File: src/rtl/ps2_host_tx.sv
// PS/2 host-to-device command transmitter: clock inhibit, start, 8 data bits LSB first, odd parity, stop, ack.
// Define PS2_HOST_TX_ACK_CHECK_EN to turn a missing device ack into an error pulse instead of done.
module ps2_host_tx #(
    parameter int C_CLK_HZ     = 40000000,
    parameter int C_INHIBIT_US = 100,
    parameter int C_TIMEOUT_MS = 15
) (
    input  logic       clk_i,
    input  logic       rstn_i,
    input  logic [7:0] tx_data,
    input  logic       tx_valid,
    output logic       tx_ready,
    output logic       busy,
    output logic       done,
    output logic       error,
    input  logic       ps2clk_i,
    input  logic       ps2data_i,
    output logic       ps2clk_oe,
    output logic       ps2data_oe
);
    localparam int INHIBIT_CYC = C_CLK_HZ / 1000000 * C_INHIBIT_US;
    localparam int TIMEOUT_CYC = C_CLK_HZ / 1000 * C_TIMEOUT_MS;
    localparam int CW          = $clog2(TIMEOUT_CYC + 1);

    typedef enum logic [2:0] {
        S_IDLE, S_INHIBIT, S_RELEASE, S_SEND, S_ACK, S_WAITIDLE
    } state_t;

    state_t        state, state_n;
    logic [CW-1:0] cnt, cnt_n;
    logic [3:0]    idx, idx_n;
    logic [9:0]    frame, frame_n;
    logic          clk_oe_n, data_oe_n, ready_n, done_n, error_n;
    logic [1:0]    clk_sync, data_sync;
    logic          clk_prev, fall, timed;

    // Pad synchronizers; the extra clock flop turns a high-to-low transition into a one-cycle strobe.
    always_ff @(posedge clk_i) begin
        if (!rstn_i) begin
            clk_sync  <= 2'b11;
            data_sync <= 2'b11;
            clk_prev  <= 1'b1;
        end else begin
            clk_sync  <= {clk_sync[0], ps2clk_i};
            data_sync <= {data_sync[0], ps2data_i};
            clk_prev  <= clk_sync[1];
        end
    end

    assign fall = clk_prev & ~clk_sync[1];

    always_ff @(posedge clk_i) begin
        if (!rstn_i) begin
            state      <= S_IDLE;
            cnt        <= '0;
            idx        <= '0;
            frame      <= '0;
            ps2clk_oe  <= 1'b0;
            ps2data_oe <= 1'b0;
            tx_ready   <= 1'b1;
            busy       <= 1'b0;
            done       <= 1'b0;
            error      <= 1'b0;
        end else begin
            state      <= state_n;
            cnt        <= cnt_n;
            idx        <= idx_n;
            frame      <= frame_n;
            ps2clk_oe  <= clk_oe_n;
            ps2data_oe <= data_oe_n;
            tx_ready   <= ready_n;
            busy       <= ~ready_n;
            done       <= done_n;
            error      <= error_n;
        end
    end

    always_comb begin
        state_n   = state;
        cnt_n     = cnt;
        idx_n     = idx;
        frame_n   = frame;
        clk_oe_n  = ps2clk_oe;
        data_oe_n = ps2data_oe;
        ready_n   = tx_ready;
        done_n    = 1'b0;
        error_n   = 1'b0;
        // Once the clock is handed to the device, every cycle counts toward the frame timeout.
        timed     = (state == S_RELEASE) || (state == S_SEND) ||
                    (state == S_ACK) || (state == S_WAITIDLE);
        if (timed)
            cnt_n = cnt + 1'b1;

        if (timed && cnt == CW'(TIMEOUT_CYC)) begin
            state_n   = S_IDLE;
            clk_oe_n  = 1'b0;
            data_oe_n = 1'b0;
            ready_n   = 1'b1;
            error_n   = 1'b1;
        end else begin
            case (state)
                S_IDLE: begin
                    if (tx_valid && tx_ready) begin
                        frame_n  = {1'b1, ~^tx_data, tx_data};
                        cnt_n    = '0;
                        clk_oe_n = 1'b1;
                        ready_n  = 1'b0;
                        state_n  = S_INHIBIT;
                    end
                end
                S_INHIBIT: begin
                    cnt_n = cnt + 1'b1;
                    if (cnt == CW'(INHIBIT_CYC - 1)) begin
                        data_oe_n = 1'b1;
                        cnt_n     = '0;
                        state_n   = S_RELEASE;
                    end
                end
                S_RELEASE: begin
                    clk_oe_n = 1'b0;
                    idx_n    = '0;
                    state_n  = S_SEND;
                end
                S_SEND: begin
                    if (fall) begin
                        data_oe_n = ~frame[idx];
                        idx_n     = idx + 1'b1;
                        if (idx == 4'd9)
                            state_n = S_ACK;
                    end
                end
                S_ACK: begin
                    if (fall) begin
`ifdef PS2_HOST_TX_ACK_CHECK_EN
                        if (data_sync[1]) begin
                            clk_oe_n  = 1'b0;
                            data_oe_n = 1'b0;
                            ready_n   = 1'b1;
                            error_n   = 1'b1;
                            state_n   = S_IDLE;
                        end else begin
                            state_n = S_WAITIDLE;
                        end
`else
                        state_n = S_WAITIDLE;
`endif
                    end
                end
                S_WAITIDLE: begin
                    if (clk_sync[1] && data_sync[1]) begin
                        ready_n = 1'b1;
                        done_n  = 1'b1;
                        state_n = S_IDLE;
                    end
                end
                default: state_n = S_IDLE;
            endcase
        end
    end
endmodule

File: config.mk
export PLATFORM = sky130hd
export DESIGN_NAME = ps2_host_tx
export DESIGN_NICKNAME = d
export VERILOG_FILES = /design/src/rtl/ps2_host_tx.sv
export SDC_FILE = /design/constraint.sdc
export NUM_CORES = 1
export LEC_CHECK = 0
export ABC_AREA = 0
export BUFFER_PORTS_ARGS = -buffer_cell sky130_fd_sc_hd__buf_4
export CORE_MARGIN = 5
export CORE_UTILIZATION = 55
export DETAILED_ROUTE_END_ITERATION = 8
export PLACE_DENSITY = 0.74
export SLEW_MARGIN = 10
export SYNTH_ARGS = -nofsm -noshare
export SYNTH_HDL_FRONTEND = slang
export SYNTH_SLANG_ARGS = --single-unit
export TNS_END_PERCENT = 30
File: constraint.sdc
create_clock -name clk_i -period 2.24 [get_ports clk_i]
set_clock_uncertainty 0.1 [all_clocks]
set_input_delay 0.112 -clock clk_i [delete_from_list [all_inputs] [get_ports clk_i]]
set_output_delay 0.112 -clock clk_i [all_outputs]
set_load 0.005 [all_outputs]
==> results_dict.tcl <==
set metrics [dict create \
    worst_path_largest_cell_delay_ps 500 \
    cts.sinks 48 \
    post-route-min-period_ps 2120 \
    clock_transition_time_at_the_flip_flop_clock_pins_of_the_worst_setup_and_hold_paths_ps 90 \
    place_area_um2 2830 \
    fin_area_um2 3090 \
    worstSetupEndpointType "flip-flop" \
    ctsLongestPathBuffers 2 \
    synth_cell_type_count 56 \
    number_of_global_route_vias_before_repair 2270 \
    die-width_um 78.8 \
    highest_net_fanout_along_the_worst_path 6 \
    number_of_max_slew_violations_in_the_final_report 0 \
    total_power_density_per_cell_area_nw_per_um2 580 \
    hold_wc_path_type "in2reg" \
    synthesis.instances 301 \
    synthesis.area_per_instance_um2 8.66 \
    tns_ps 0 \
    synth-edff-count 0 \
    via_density 6.08 \
    start_util_pct 55.9 \
    floorplan.core_area_um2 4660 \
    flow.area_growth_from_synthesis_pct 18.5 \
    detailedRoute.firstIterationViolations 216 \
    pwr-share-comb_pct 12.6 \
    cts.root.buffer_cell "sky130_fd_sc_hd__clkbuf_8" \
    final-setup-viol-count 0 \
    critical_path_buf_inv_count 0 \
    finalWeightedCongestion 0.940 \
    place_ws_ps 124 \
    p_leak_nw 1.17 \
    place.detailed.instances 372 \
    timing.critical_path.from_type "flip-flop" \
    worst_ep_required_time_ps 2340 \
    dpl.hpwl_mm 4.43 \
    final_min_period_over_clock_period_pct 94.5 \
    hold_path_startpoint "tx_valid" \
    grt.overflow.total 0 \
    timing_worst_slew_pin_value_ps 475 \
    worstSetupPathType "reg2reg" \
    h-tree-depth 2 \
    totalWireLength_mm 6.11 \
    gr-usage-all-layers_pct 21.5 \
    worstSkewPairLatency_ps 310 \
    power.sequential.fraction_pct 50.2 \
    place.port_buffers 18 \
    antenna_cells 0 \
    ant_nets 0 \
    critical-path-slowest-cell "sky130_fd_sc_hd__or4b_1" \
    drt-pass1-iter-count 4 \
    number_of_buffers_created_by_cts 5 \
    total_die_area_um2 6210 \
    main_synth_ff_type "sky130_fd_sc_hd__dfxtp_1" \
    drive_gt1_share_pct 17.1 \
    post-layout-total-power_mw 1.79 \
    switching_share_pct 24.4 \
    cp_top_family "simple AND/OR/NAND/NOR gates" \
    grt_antenna_before_repair 0 \
    layout.core_utilization_pct 66.3 \
    grt_setup_unrepaired "false" \
    detailroute.via_count 2390 \
    ir_worst_vdd_mv 0.241 \
    ys_ff_latch 48 \
    wire_per_inst_um 15.5 \
    post_layout_nonfiller_instances 393 \
    ys_warn_count 0 \
    cp.arrival_ps 2220 \
    netlist_area_um2 2610 \
    worstSetupStartpoint "cnt[0]" \
    r2r_start "cnt[0]" \
    io_pins 19 \
    final_critical_path_setup_slack_ps 123 \
    synth-async-reset-ratio_pct 0 \
    report.final.hold_viol_count 0 \
    grt_pass1_wl_mm 10.9 \
    path_cells "ha_1, and4_4, and3_4, or4b_1, a41oi_1, nor3_1" \
    final_nets 355 \
    tritoncts_clock_tree "done" \
    max_freq_mhz 472 \
    post-cts-setup-buffer-count 0 \
    relSlewSlack_pct 68.1 \
    die_h_um 78.8 \
    postSynthNetCount 318 \
    synth.yosys.seq_area_share_pct 36.9 \
    status "complete, no violations" \
    fin_hold_ws_ps 264 \
    std_cell_rows 25 \
    clock_power_share_pct 37.2 \
    drc 0 \
    power.internal_mw 1.35 \
    drv_cap 0 \
    grt_start_max_net_pins 16 \
    switchingPower_uw 438 \
]
## cells in the mapped netlist (all sizes together) (2+ instances only)
cell / n / area share [%]
dfxtp: 48 / 37
nor2: 30 / 4.3
nand2: 23 / 3.3
o21ai: 21 / 4.0
a21oi: 20 / 3.8
nand3: 14 / 2.7
mux2i: 12 / 4.6
nor3: 10 / 2.1
buf: 8 / 2.2
clkbuf: 8 / 1.2
nand4: 8 / 1.9
nor4: 8 / 4.1
and3: 7 / 1.9
inv: 7 / 1.0
xnor2: 7 / 2.4
nand2b: 6 / 1.4
a211o: 5 / 1.7
a21boi: 5 / 1.6
a31oi: 5 / 1.2
or3: 5 / 1.2
and4: 4 / 1.4
ha: 4 / 1.9
o31ai: 4 / 1.2
nor4b: 3 / 1.0
xor2: 3 / 1.0
a2111o: 2 / 0.86
a22o: 2 / 0.67
and2: 2 / 0.58
mux4: 2 / 1.7
nor2b: 2 / 0.48
o211a: 2 / 0.77
## logic make-up (layout without fill, tap and decap cells)
kind of cell             after synthesis  in the layout  synth area share [%]
multiplexers                          14             14                  6.34
AO/OA/AOI/OAI                         74             74                  18.6
AND/OR/NAND/NOR                      128            128                  28.5
adder cells (fa/ha/maj)                4              4                  1.92
buffers and inverters                 23             61                  4.42
flip-flops                            48             48                  36.9
XOR/XNOR                              10             10                  3.36
## sequential cells by signal, indices dropped and copies added (netlist names)
name        cells
state           3
data_sync       2
tx_ready        1
clk_prev        1
ps2clk_oe       1
cnt            20
frame          10
done            1
busy            1
error           1
idx             4
ps2data_oe      1
clk_sync        2
## power by group through the flow
stage               Clock, mW  Sequential, mW  Combinational, mW
floorplan                   0           0.911              0.142
global placement            0           0.918              0.206
detailed placement          0           0.919              0.207
CTS                     0.676           0.899              0.225
global route            0.717           0.903              0.252
finish                  0.667           0.899              0.226
## worst reg2reg max path, delay by kind of cell, from the launching register on
kind            cells  cell delay [ps]
compound gates      1              240
simple gates        4             1060
fa+ha+maj           1              250
flops               1              380
## path summary, 6_finish.rpt
kind	endpoint	slack, ps	depth (start not counted)
hold / removal	state[0]	260	4
setup / recovery	cnt[16]	120	6
setup reg to reg	cnt[16]	120	6
hold reg to reg	data_sync[1]	330	1
## cell usage in the layout (no fill, tap or decap), types with 3 or more instances in the layout
master and count:
sky130_fd_sc_hd__ha_1 4, sky130_fd_sc_hd__nor2_1 30, sky130_fd_sc_hd__a21boi_0 4, sky130_fd_sc_hd__nor4_4 3
sky130_fd_sc_hd__dlygate4sd3_1 13, sky130_fd_sc_hd__a31oi_1 5, sky130_fd_sc_hd__o21ai_0 18, sky130_fd_sc_hd__a211o_1 5
sky130_fd_sc_hd__nand2_1 23, sky130_fd_sc_hd__buf_4 33, sky130_fd_sc_hd__mux2i_1 12, sky130_fd_sc_hd__inv_1 7
sky130_fd_sc_hd__and3_1 6, sky130_fd_sc_hd__nand3_1 14, sky130_fd_sc_hd__or3_1 5, sky130_fd_sc_hd__nand4_1 8
sky130_fd_sc_hd__o31ai_1 4, sky130_fd_sc_hd__nor3_1 9, sky130_fd_sc_hd__xor2_1 3, sky130_fd_sc_hd__nor4b_1 3
sky130_fd_sc_hd__nand2b_1 6, sky130_fd_sc_hd__and4_1 3, sky130_fd_sc_hd__nor4_1 3, sky130_fd_sc_hd__dfxtp_1 48
sky130_fd_sc_hd__clkbuf_8 6, sky130_fd_sc_hd__xnor2_1 7, sky130_fd_sc_hd__a21oi_1 20
## final cells by class
class	instances	area (µm²)
Multi-Input combinational cell	230	1530
Clock inverter	2	38.8
Clock buffer	6	82.6
Sequential cell	48	961
Tap cell	54	67.6
Timing Repair Buffer	46	378
Fill cell	388	1570
Inverter	7	26.3
## timing repair
action                                  CTS  global route
gates resized for setup                   0             1
hold endpoints to repair                 13             0
endpoints found under the setup margin    0             1
hold buffers                             13             0
## routing by layer
layer | track usage (%) | vias up | wire (µm)
met5 | 0 | - | 0
met4 | 7.22 | 0 | 89
met3 | 2.83 | 9 | 289
met2 | 35.9 | 68 | 2970
met1 | 28.8 | 1137 | 2760
li1 | - | 1176 | -
No activity file was read; power rests on OpenSTA's default activity.
